===== config.mk =====
export PLATFORM = sky130hd
export DESIGN_NAME = clk_divider_flat
export DESIGN_NICKNAME = d
export VERILOG_FILES = /design/src/rtl/clk_div_pkg.sv /design/src/rtl/clk_divider_if.sv /design/src/rtl/clk_div_load.sv /design/src/rtl/clk_divider.sv /design/src/flat_wrapper.sv
export SDC_FILE = /design/constraint.sdc
export NUM_CORES = 1
export LEC_CHECK = 0
export BUFFER_PORTS_ARGS = -buffer_cell sky130_fd_sc_hd__buf_2
export CORE_ASPECT_RATIO = 0.8
export CORE_UTILIZATION = 30
export DETAILED_ROUTE_END_ITERATION = 8
export PLACE_DENSITY_LB_ADDON = 0.05
export SLEW_MARGIN = 20
export SYNTH_ARGS = -nofsm -noshare
export SYNTH_HDL_FRONTEND = slang
export SYNTH_SLANG_ARGS = --single-unit

===== constraint.sdc =====
create_clock -name clk -period 4.63 [get_ports clk]
set_clock_uncertainty 0.05 [all_clocks]
set_input_delay 1.1575 -clock clk [delete_from_list [all_inputs] [get_ports clk]]
set_output_delay 1.1575 -clock clk [all_outputs]
set_load 0.1 [all_outputs]

===== src/rtl/clk_div_pkg.sv =====
// Shared definitions for the clk_divider block: FSM state encoding,
// the smallest legal divisor and the default counter width.
package clk_div_pkg;

   localparam int CNT_W_DEF = 16;
   localparam int DIV_MIN   = 2;

   typedef enum logic [1:0] {
      IDLE  = 2'd0,
      RUN   = 2'd1,
      DRAIN = 2'd2
   } state_t;

endpackage


===== src/rtl/clk_divider_if.sv =====
// Control/status bundle of the clock divider: run request, divisor
// valid/ready slot, and the divided-clock outputs.
// The master side drives en and the divisor offer; the slave is the divider.
interface clk_divider_if #(
   parameter int CNT_W = clk_div_pkg::CNT_W_DEF
);
   logic             en;
   logic [CNT_W-1:0] div_in;
   logic             div_valid;
   logic             div_ready;
   logic             clk_out;
   logic             tick;
   logic             busy;
   logic             err_div;

   modport master (
      output en, div_in, div_valid,
      input  div_ready, clk_out, tick, busy, err_div
   );

   modport slave (
      input  en, div_in, div_valid,
      output div_ready, clk_out, tick, busy, err_div
   );
endinterface


===== src/rtl/clk_div_load.sv =====
// Divisor load slot: one-deep holding register behind a valid/ready
// handshake. Rejects divisors below DIV_MIN with a one-cycle err_div pulse,
// releases the held value when the counter says a change is allowed
// (idle or period wrap), and lets an offer that lands exactly in the wrap
// cycle go straight through without occupying the slot.
module clk_div_load
   import clk_div_pkg::*;
#(
   parameter int CNT_W = CNT_W_DEF
) (
   input  logic             clk,
   input  logic             rst_n,
   input  logic [CNT_W-1:0] div_in,
   input  logic             div_valid,
   output logic             div_ready,
   input  logic             idle,
   input  logic             wrap,
   output logic             apply,
   output logic [CNT_W-1:0] apply_val,
   output logic             err_div
);

   logic             pending_reg, pending_next;
   logic [CNT_W-1:0] div_nxt_reg, div_nxt_next;
   logic             err_div_reg;
   logic             hs;
   logic             legal;

   assign div_ready = !pending_reg;
   assign hs        = div_valid && !pending_reg;
   assign legal     = (div_in >= CNT_W'(DIV_MIN));
   assign err_div   = err_div_reg;

   // Decide whether a divisor is handed to the counter this edge and update the slot.
   always_comb begin
      pending_next = pending_reg;
      div_nxt_next = div_nxt_reg;
      apply        = 1'b0;
      apply_val    = div_nxt_reg;
      if (pending_reg && (idle || wrap)) begin
         apply        = 1'b1;
         pending_next = 1'b0;
      end else if (hs && legal) begin
         if (wrap) begin
            apply     = 1'b1;
            apply_val = div_in;
         end else begin
            pending_next = 1'b1;
            div_nxt_next = div_in;
         end
      end
   end

   // Slot registers; err_div is a registered single-cycle pulse per rejected offer.
   always_ff @(posedge clk or negedge rst_n) begin
      if (!rst_n) begin
         pending_reg <= 1'b0;
         div_nxt_reg <= '0;
         err_div_reg <= 1'b0;
      end else begin
         pending_reg <= pending_next;
         div_nxt_reg <= div_nxt_next;
         err_div_reg <= hs && !legal;
      end
   end

endmodule


===== src/rtl/clk_divider.sv =====
// Programmable clock divider. Produces a registered square wave clk_out
// (high for ceil(N/2) of every N cycles) and a tick in the last cycle of
// each period. Stopping always finishes the running period first.
// Optional feature macro: CLK_DIVIDER_PERIOD_CNT_EN adds a saturating
// 32-bit count of completed periods on port period_cnt.
module clk_divider
   import clk_div_pkg::*;
#(
   parameter int CNT_W     = CNT_W_DEF,
   parameter int DIV_RESET = 10
) (
   input  logic         clk,
   input  logic         rst_n,
   clk_divider_if.slave bus
`ifdef CLK_DIVIDER_PERIOD_CNT_EN
   ,
   output logic [31:0]  period_cnt
`endif
);

   state_t           state_reg, state_next;
   logic [CNT_W-1:0] cnt_reg, cnt_next;
   logic [CNT_W-1:0] div_cur_reg, div_cur_next;
   logic             clk_out_reg, clk_out_next;
   logic             tick_reg, tick_next;
   logic             busy_reg, busy_next;
   logic [CNT_W:0]   half_next;
   logic             idle;
   logic             wrap;
   logic             apply;
   logic [CNT_W-1:0] apply_val;
   logic             div_ready;
   logic             err_div;

   assign idle = (state_reg == IDLE);
   assign wrap = !idle && (cnt_reg == div_cur_reg - CNT_W'(1));

   clk_div_load #(
      .CNT_W (CNT_W)
   ) u_load (
      .clk       (clk),
      .rst_n     (rst_n),
      .div_in    (bus.div_in),
      .div_valid (bus.div_valid),
      .div_ready (div_ready),
      .idle      (idle),
      .wrap      (wrap),
      .apply     (apply),
      .apply_val (apply_val),
      .err_div   (err_div)
   );

   // Next state/count, and the outputs that the next count will produce.
   // en is only honoured at period boundaries: a drop mid-period parks in
   // DRAIN, a drop seen on the wrap cycle itself stops right there.
   always_comb begin
      state_next   = state_reg;
      cnt_next     = cnt_reg;
      div_cur_next = apply ? apply_val : div_cur_reg;
      case (state_reg)
         IDLE: begin
            cnt_next = '0;
            if (bus.en) begin
               state_next = RUN;
            end
         end
         RUN, DRAIN: begin
            if (wrap) begin
               cnt_next   = '0;
               state_next = bus.en ? RUN : IDLE;
            end else begin
               cnt_next   = cnt_reg + CNT_W'(1);
               state_next = bus.en ? RUN : DRAIN;
            end
         end
         default: begin
            state_next = IDLE;
            cnt_next   = '0;
         end
      endcase
      busy_next    = (state_next != IDLE);
      half_next    = ({1'b0, div_cur_next} + (CNT_W+1)'(1)) >> 1;
      clk_out_next = busy_next && ({1'b0, cnt_next} < half_next);
      tick_next    = busy_next && (cnt_next == div_cur_next - CNT_W'(1));
   end

   // State, counter, active divisor and registered outputs.
   always_ff @(posedge clk or negedge rst_n) begin
      if (!rst_n) begin
         state_reg   <= IDLE;
         cnt_reg     <= '0;
         div_cur_reg <= CNT_W'(DIV_RESET);
         clk_out_reg <= 1'b0;
         tick_reg    <= 1'b0;
         busy_reg    <= 1'b0;
      end else begin
         state_reg   <= state_next;
         cnt_reg     <= cnt_next;
         div_cur_reg <= div_cur_next;
         clk_out_reg <= clk_out_next;
         tick_reg    <= tick_next;
         busy_reg    <= busy_next;
      end
   end

   assign bus.clk_out   = clk_out_reg;
   assign bus.tick      = tick_reg;
   assign bus.busy      = busy_reg;
   assign bus.div_ready = div_ready;
   assign bus.err_div   = err_div;

`ifdef CLK_DIVIDER_PERIOD_CNT_EN
   logic [31:0] period_cnt_reg;

   // Completed-period counter; survives IDLE, saturates at all-ones.
   always_ff @(posedge clk or negedge rst_n) begin
      if (!rst_n) begin
         period_cnt_reg <= '0;
      end else if (tick_reg && (period_cnt_reg != 32'hFFFF_FFFF)) begin
         period_cnt_reg <= period_cnt_reg + 32'd1;
      end
   end

   assign period_cnt = period_cnt_reg;
`endif

endmodule


===== src/flat_wrapper.sv =====
// flat-port wrapper written by rule: the top's interface ports become plain ports
module clk_divider_flat import clk_div_pkg::*;
#(
   parameter int CNT_W     = CNT_W_DEF,
   parameter int DIV_RESET = 10
)
  (clk, rst_n, bus_en, bus_div_in, bus_div_valid, bus_div_ready, bus_clk_out, bus_tick, bus_busy, bus_err_div);
  clk_divider_if #(.CNT_W(CNT_W)) bus_i ();
  input  logic clk;
  input  logic rst_n;
  input wire logic [$bits(bus_i.en)-1:0] bus_en;
  input wire logic [$bits(bus_i.div_in)-1:0] bus_div_in;
  input wire logic [$bits(bus_i.div_valid)-1:0] bus_div_valid;
  output wire logic [$bits(bus_i.div_ready)-1:0] bus_div_ready;
  output wire logic [$bits(bus_i.clk_out)-1:0] bus_clk_out;
  output wire logic [$bits(bus_i.tick)-1:0] bus_tick;
  output wire logic [$bits(bus_i.busy)-1:0] bus_busy;
  output wire logic [$bits(bus_i.err_div)-1:0] bus_err_div;
  assign bus_i.en = bus_en;
  assign bus_i.div_in = bus_div_in;
  assign bus_i.div_valid = bus_div_valid;
  assign bus_div_ready = bus_i.div_ready;
  assign bus_clk_out = bus_i.clk_out;
  assign bus_tick = bus_i.tick;
  assign bus_busy = bus_i.busy;
  assign bus_err_div = bus_i.err_div;
  clk_divider #(.CNT_W(CNT_W), .DIV_RESET(DIV_RESET)) u_core (.clk(clk), .rst_n(rst_n), .bus(bus_i));
endmodule

==> results.md, run 1 <==
* Drt pass-1 iters at 5
* M1 WL at 9033 microns
* Hold_ws at 0.4541 ns
* Wire per inst at 19.86 microns
* DR iter-0 viols at 307
* Worst-Skew Late Latency at 0.31 ns
* Area of the core at 15750 sq um
* Met2 wire length at 7424 microns
* Top cell type by total area after synthesis: dfrtp_1
* Maxcap violations at 0
* Crit path largest cell delay at 0.47 ns
* Seq/Total Area, Yosys at 0.2859
* DP Worst Slack at -0.6079 ns
* Most numerous cell in the Yosys netlist: dfrtp_1
* FMAX at 216.6 MHz
* Largest net degree at the start of global routing at 32
* Synth Area in Simple Gates at 0.2102
* Drt drc at 0
* Main synth FF type: dfrtp_1
* I/O Buffers at 24
* Mux share of post-synthesis cell area at 0.1349
* DR WL met3 at 917 microns
* PwrDens at 716.1 nW/um^2
* Initial core utilization at 0.3062
* CP required at 4.82 ns
* Top cell type's share of synthesized area at 0.2750
* Final antenna-violating net count at 0
* Outcome: finished, final reports clean
* Area Growth Syn to Fin at 40.04%
* Worst-path clk slew at 0.08 ns
* GRT Resource Usage Total at 0.2241
* PnR worst setup slack at 0.01300 ns
* Crit-path max FO at 6
* Die ar. at 16590 sq um
* Startpoint types: flip-flop
* Number of flops mapped to enable cells by yosys at 0
* Root buffer cell: clkbuf_16
* Tot Pwr at 4.836 mW
* Via-to-Cell Ratio at 5.219
* Ys async rst share at 1.000
* Crit path kind: reg2reg
* Synthesized net count at 559
* CP delay by family, top: simple AND/OR/NAND/NOR gates
* Post-synthesis compound-gate area fraction at 0.1591
* CTS max path bufs at 2
* Ports at 25
* Total CTS buffers at 5
* Tcrit/Tclk final at 0.9972
* Placer Congestion at 0.8971
* Clock sinks at 55
* Post-Synth Adder-Cell Area at 0.05656
* Antenna cells at 0
* Die Y at 115.4 microns
* Largest family of logic cells by synthesized area: simple AND/OR/NAND/NOR gates
* Vias in the first global route at 4583
* Chip width at 143.7 microns
* Largest cells by area after synthesis: dfrtp_1, mux2_2, xnor2_1
* CTS H-Tree Depth at 2
* Worst Max-Slew Pin Slew at 0.9389 ns
* CTS tree: built
* HP Class: reg2reg
* Overflow after GRT at 0
* FP Rows at 41
* First-pass GRT wire length at 26920 microns
* Pleak at 2.825 nW
* FILL cells at 1570
* Final Core Density at 0.4288
* Final Critical Period at 4.617 ns
* Critical path's slowest cell: dfrtp_2
* Arrival time at the worst endpoint at 4.81 ns
* Max-slew headroom at 0.3722
* Synth Warn # at 0
* Routed vias at 4645
* Initial antenna violation count at 0
* Synthesized instance count at 518
* Worst Setup End Kind: flip-flop
* DPL Wire Length at 14300 microns
* Nets at 715
* Most frequent cells after synthesis: dfrtp_1, mux2_2, xnor2_1
* Multi-input gate area at 3582 sq um
* RSZ-0062 raised after global routing: yes
* Synthesized area per cell at 9.309 sq um
* Synthesized area at 4822 sq um
* Share of layout cells above drive strength 1 at 0.4281
* Slew Limit Fails at 0
* Routed wire length at 17670 microns
* Highest routed layer: met4
* Synthesized flop and latch total at 55
* WP buf/inv at 3
* Hold Fails Final Rpt at 0
* Worst vdd ir at 236.6 uV
* Cell variety after synth at 81
* Hold_buf cts at 0
* Setup TNS at 0 ns
* Register area at 1383 sq um
* XOR/XNOR share of the synthesized area at 0.1059
* Setup Viol. Count Final at 0
[path summary, 6_finish.rpt]
path | from | end | slack (ns) | cells after the start
worst max register to register | u_core.div_cur_reg[5] | u_core.bus.clk_out | 0.01 | 25
max in group asynchronous | rst_n | u_core.div_cur_reg[1] | 2.72 | 2
worst min-delay path | u_core.u_load.div_nxt_reg[10] | u_core.u_load.div_nxt_reg[10] | 0.45 | 1
worst min register to register | u_core.u_load.div_nxt_reg[10] | u_core.u_load.div_nxt_reg[10] | 0.45 | 1
worst max-delay path | u_core.div_cur_reg[5] | u_core.bus.clk_out | 0.01 | 25
min in group asynchronous | rst_n | u_core.cnt_reg[7] | 0.89 | 1
[cells by family after synthesis]
group | count (synthesis)
flops | 55
compound gates | 102
simple gates | 175
mux | 59
xor+xnor | 55
buf+inv | 50
fa+ha+maj | 22
[per-layer routing]
layer	GRT usage	vias to the layer above
met3	0.03499	19
li1	-	2267
met1	0.3329	2241
met4	0.04610	0
met5	0	-
met2	0.3395	118
[cell type report]
class,instances,area share
Multi-Input combinational cell,413,0.5305
Sequential cell,55,0.2047
Timing Repair Buffer,169,0.1866
Tap cell,215,0.03984
Clock buffer,6,0.01908
Inverter,30,0.01742
Clock inverter,2,0.001853
[cell usage in the layout, fill, tap and decap left out, types with 5 or more instances in the layout]
cell	n
nor3_1	19
ha_1	18
dfrtp_1	50
clkbuf_16	5
buf_2	24
buf_6	7
nand2_1	20
or3_1	8
a211oi_1	8
mux2i_1	16
nor2b_1	6
nor2_1	28
and3_1	5
o21ai_1	5
nand2b_1	6
nand3_1	16
inv_1	24
o21ai_0	15
mux2_2	37
nor4_1	8
nand4_1	11
xor2_1	18
buf_4	136
xnor2_1	32
a21oi_1	12
a311oi_1	9
[per-stage QoR]
| step | instance area (sq um) | cells |
|---|---|---|
| global route | 6753 | 890 |
| finish | 6753 | 890 |
| global placement | 6103 | 859 |
| CTS | 6500 | 877 |
| detailed placement | 6103 | 859 |
| floorplan | 4900 | 518 |
[where the power goes]
group / internal [mW] / leakage, nW / total (mW) / switching (mW)
combinational: 1.68 / 2.08 / 3.60 / 1.92
sequential: 0.667 / 0.682 / 0.834 / 0.167
clock: 0.201 / 0.0669 / 0.400 / 0.198
total: 2.55 / 2.82 / 4.84 / 2.29
[what timing repair did]
action / 4_1_cts / 5_1_grt
setup buffers: 10 / 14
gates resized for setup: 36 / 32
setup endpoints to repair: 2 / 2
pin swaps: 13 / 18
(Power assumes the default switching activity.)
==> run 2: changes to the inputs <==
--- a/config.mk
+++ b/config.mk
@@ -9,7 +9,6 @@
 export CORE_ASPECT_RATIO = 0.8
 export CORE_UTILIZATION = 30
 export DETAILED_ROUTE_END_ITERATION = 8
-export PLACE_DENSITY_LB_ADDON = 0.05
 export SLEW_MARGIN = 20
 export SYNTH_ARGS = -nofsm -noshare
 export SYNTH_HDL_FRONTEND = slang
==> run 2 against run 1 <==
The flow now finishes with violations (setup timing). Via count rose by 3.0%. Worst hold slack improved by 0.0092 ns. Total power fell by 1.3%. Design area fell by 1.9%. Die area did not move. Fmax fell by 2.9%.
==> results.md, run 2 (synthesis results as in run 1) <==
* Share of layout cells above drive strength 1 at 0.4162
* Die Y at 115.4 microns
* HP Class: reg2reg
* Setup TNS at -0.1577 ns
* WP buf/inv at 6
* Tot Pwr at 4.774 mW
* FILL cells at 1553
* Routed vias at 4786
* CTS tree: built
* Clock sinks at 55
* CTS H-Tree Depth at 2
* Worst Max-Slew Pin Slew at 0.8782 ns
* Worst Setup End Kind: flip-flop
* Final std cells w/o fill at 883
* Crit path kind: reg2reg
* Total CTS buffers at 5
* Arrival time at the worst endpoint at 4.94 ns
* Largest net degree at the start of global routing at 37
* Worst vdd ir at 264.4 uV
* FMAX at 210.2 MHz
* Drt pass-1 iters at 7
* Tcrit/Tclk final at 1.027
* Outcome: complete, but fails checks
* Maxcap violations at 0
* I/O Buffers at 24
* RSZ-0062 raised after global routing: yes
* Most frequent CP cell: buf_4
* Routed wire length at 16800 microns
* Antenna cells at 0
* DP Worst Slack at -0.4637 ns
* GRT Resource Usage Total at 0.2115
* Critical R2R Capture: u_core.bus.clk_out
* Pleak at 2.779 nW
* Hold_buf cts at 0
* Hold Fails Final Rpt at 0
* CP delay by family, top: compound AO/OA/AOI/OAI gates
* Placer Congestion at 0.9377
* Critical path's slowest cell: dfrtp_2
* Crit path largest cell delay at 0.46 ns
* Drt drc at 0
* Area Growth Syn to Fin at 37.31%
* CP cell instances: or3_4, buf_4, nor4_4, mux2i_1, o21ai_2, nand3_2, o31ai_4, buf_6, mux2i_4, buf_4, buf_4, inv_1, buf_4, a211oi_2, xnor2_1, ha_1, a21o_1, a2111oi_1, o21ai_1, a21oi_2
* Dpl cells at 857
* Final antenna-violating net count at 0
* Final Critical Period at 4.756 ns
* R2R setup slack at -0.13 ns
* PwrDens at 721.0 nW/um^2
* Commonest non-fill, non-tap cell in the layout: buf_4
* PnR worst setup slack at -0.1263 ns
* CTS max path bufs at 2
* Vias in the first global route at 4646
* DPL Wire Length at 13280 microns
* R2R cell count at 20
* Crit-path max FO at 5
* Worst-Skew Late Latency at 0.30 ns
* Worst-path clk slew at 0.08 ns
* Hold EP: u_core.u_load.div_nxt_reg[10]
* Startpoint types: flip-flop
* Root buffer cell: clkbuf_16
* Initial core utilization at 0.3062
* HP Start: u_core.u_load.div_nxt_reg[10]
* FP Rows at 41
* DR iter-0 viols at 378
* Commonest non-fill, non-tap cells in the layout: buf_4, dfrtp_1, mux2_2, xnor2_1, nor2_1
* Hold Path Stages at 1
* Failing checks: setup timing
* Nets at 708
* Setup Viol. Count Final at 2
* Chip width at 143.7 microns
* Hold_ws at 0.4633 ns
* Slew Limit Fails at 0
* Max-slew headroom at 0.3994
* Initial antenna violation count at 1
* First-pass GRT wire length at 26120 microns
* Area of the core at 15750 sq um
* CP required at 4.82 ns
* Wire per inst at 19.03 microns
* Via-to-Cell Ratio at 5.420
* Overflow after GRT at 0
* RR Startpoint: u_core.div_cur_reg[5]
* Die ar. at 16590 sq um
* Ports at 25
[run 2: cell types whose count changed in the layout (fill, tap and decap cells not counted), moves of 2 or more]
cell,previous run,this run
buf_12,2,0
buf_4,136,133
buf_6,7,5
clkinv_4,0,2
dfrtp_1,50,52
dfrtp_2,3,1
inv_1,24,26
nor2_2,1,3
[run 2: timing repair]
item	4_1_cts	5_1_grt
gates cloned	0	0
pin swaps	15	21
resized for setup	34	24
setup endpoints to repair	2	2
buffers inserted	12	7
[run 2: routing by layer]
metal / global-route usage / vias to the layer above / part of all wire
met3: 0.03374 / 29 / 0.073
li1: - / 2246 / -
met2: 0.3168 / 200 / 0.42
met5: 0 / - / 0
met4: 0.04326 / 0 / 0.016
met1: 0.3172 / 2311 / 0.50
[run 2: layout make-up]
type / instances / area (sq um) / area share
clock buffer: 5 / 125.1 / 0.01890
clock inverter: 3 / 25.02 / 0.003779
inverter: 30 / 115.1 / 0.01738
multi-input combinational: 413 / 3532 / 0.5334
sequential: 55 / 1380 / 0.2084
tap: 215 / 269.0 / 0.04063
timing repair buffer: 162 / 1175 / 0.1774
[run 2: per-stage QoR]
step | utilization | instance area [sq um]
6_report | 0.4204 | 6621
5_1_grt | 0.4204 | 6621
4_1_cts | 0.4106 | 6466
3_5_place_dp | 0.3858 | 6076
3_3_place_gp | 0.3858 | 6076
2_1_floorplan | - | 4900
[run 2: worst reg2reg max path, cell delays in order, from the launching register on]
cell       delay, ns
dfrtp_2         0.46
or3_4           0.44
buf_4           0.18
nor4_4          0.26
mux2i_1         0.12
o21ai_2         0.25
nand3_2         0.14
o31ai_4         0.29
buf_6           0.15
mux2i_4         0.26
buf_4           0.15
buf_4           0.11
inv_1           0.08
buf_4           0.14
a211oi_2        0.21
xnor2_1         0.17
ha_1            0.29
a21o_1          0.17
a2111oi_1       0.39
o21ai_1         0.23
a21oi_2         0.17
[run 2: worst max-delay path by stage]
stage	startpoint	to	slack, ns	depth (start not counted)
floorplan	u_core.div_cur_reg[0]	u_core.bus.clk_out	0.008	27
global placement	bus_div_in[15]	u_core.bus.clk_out	-0.36	21
detailed placement	bus_div_in[15]	u_core.bus.clk_out	-0.46	21
CTS	u_core.div_cur_reg[0]	u_core.bus.clk_out	-0.01	26
global route	u_core.div_cur_reg[0]	u_core.bus.clk_out	-0.27	26
finish	u_core.div_cur_reg[5]	u_core.bus.clk_out	-0.13	20
[run 2: power by group]
part	internal (mW)	switching (mW)
clock	0.203	0.202
sequential	0.665	0.174
combinational	1.64	1.89
total	2.51	2.27
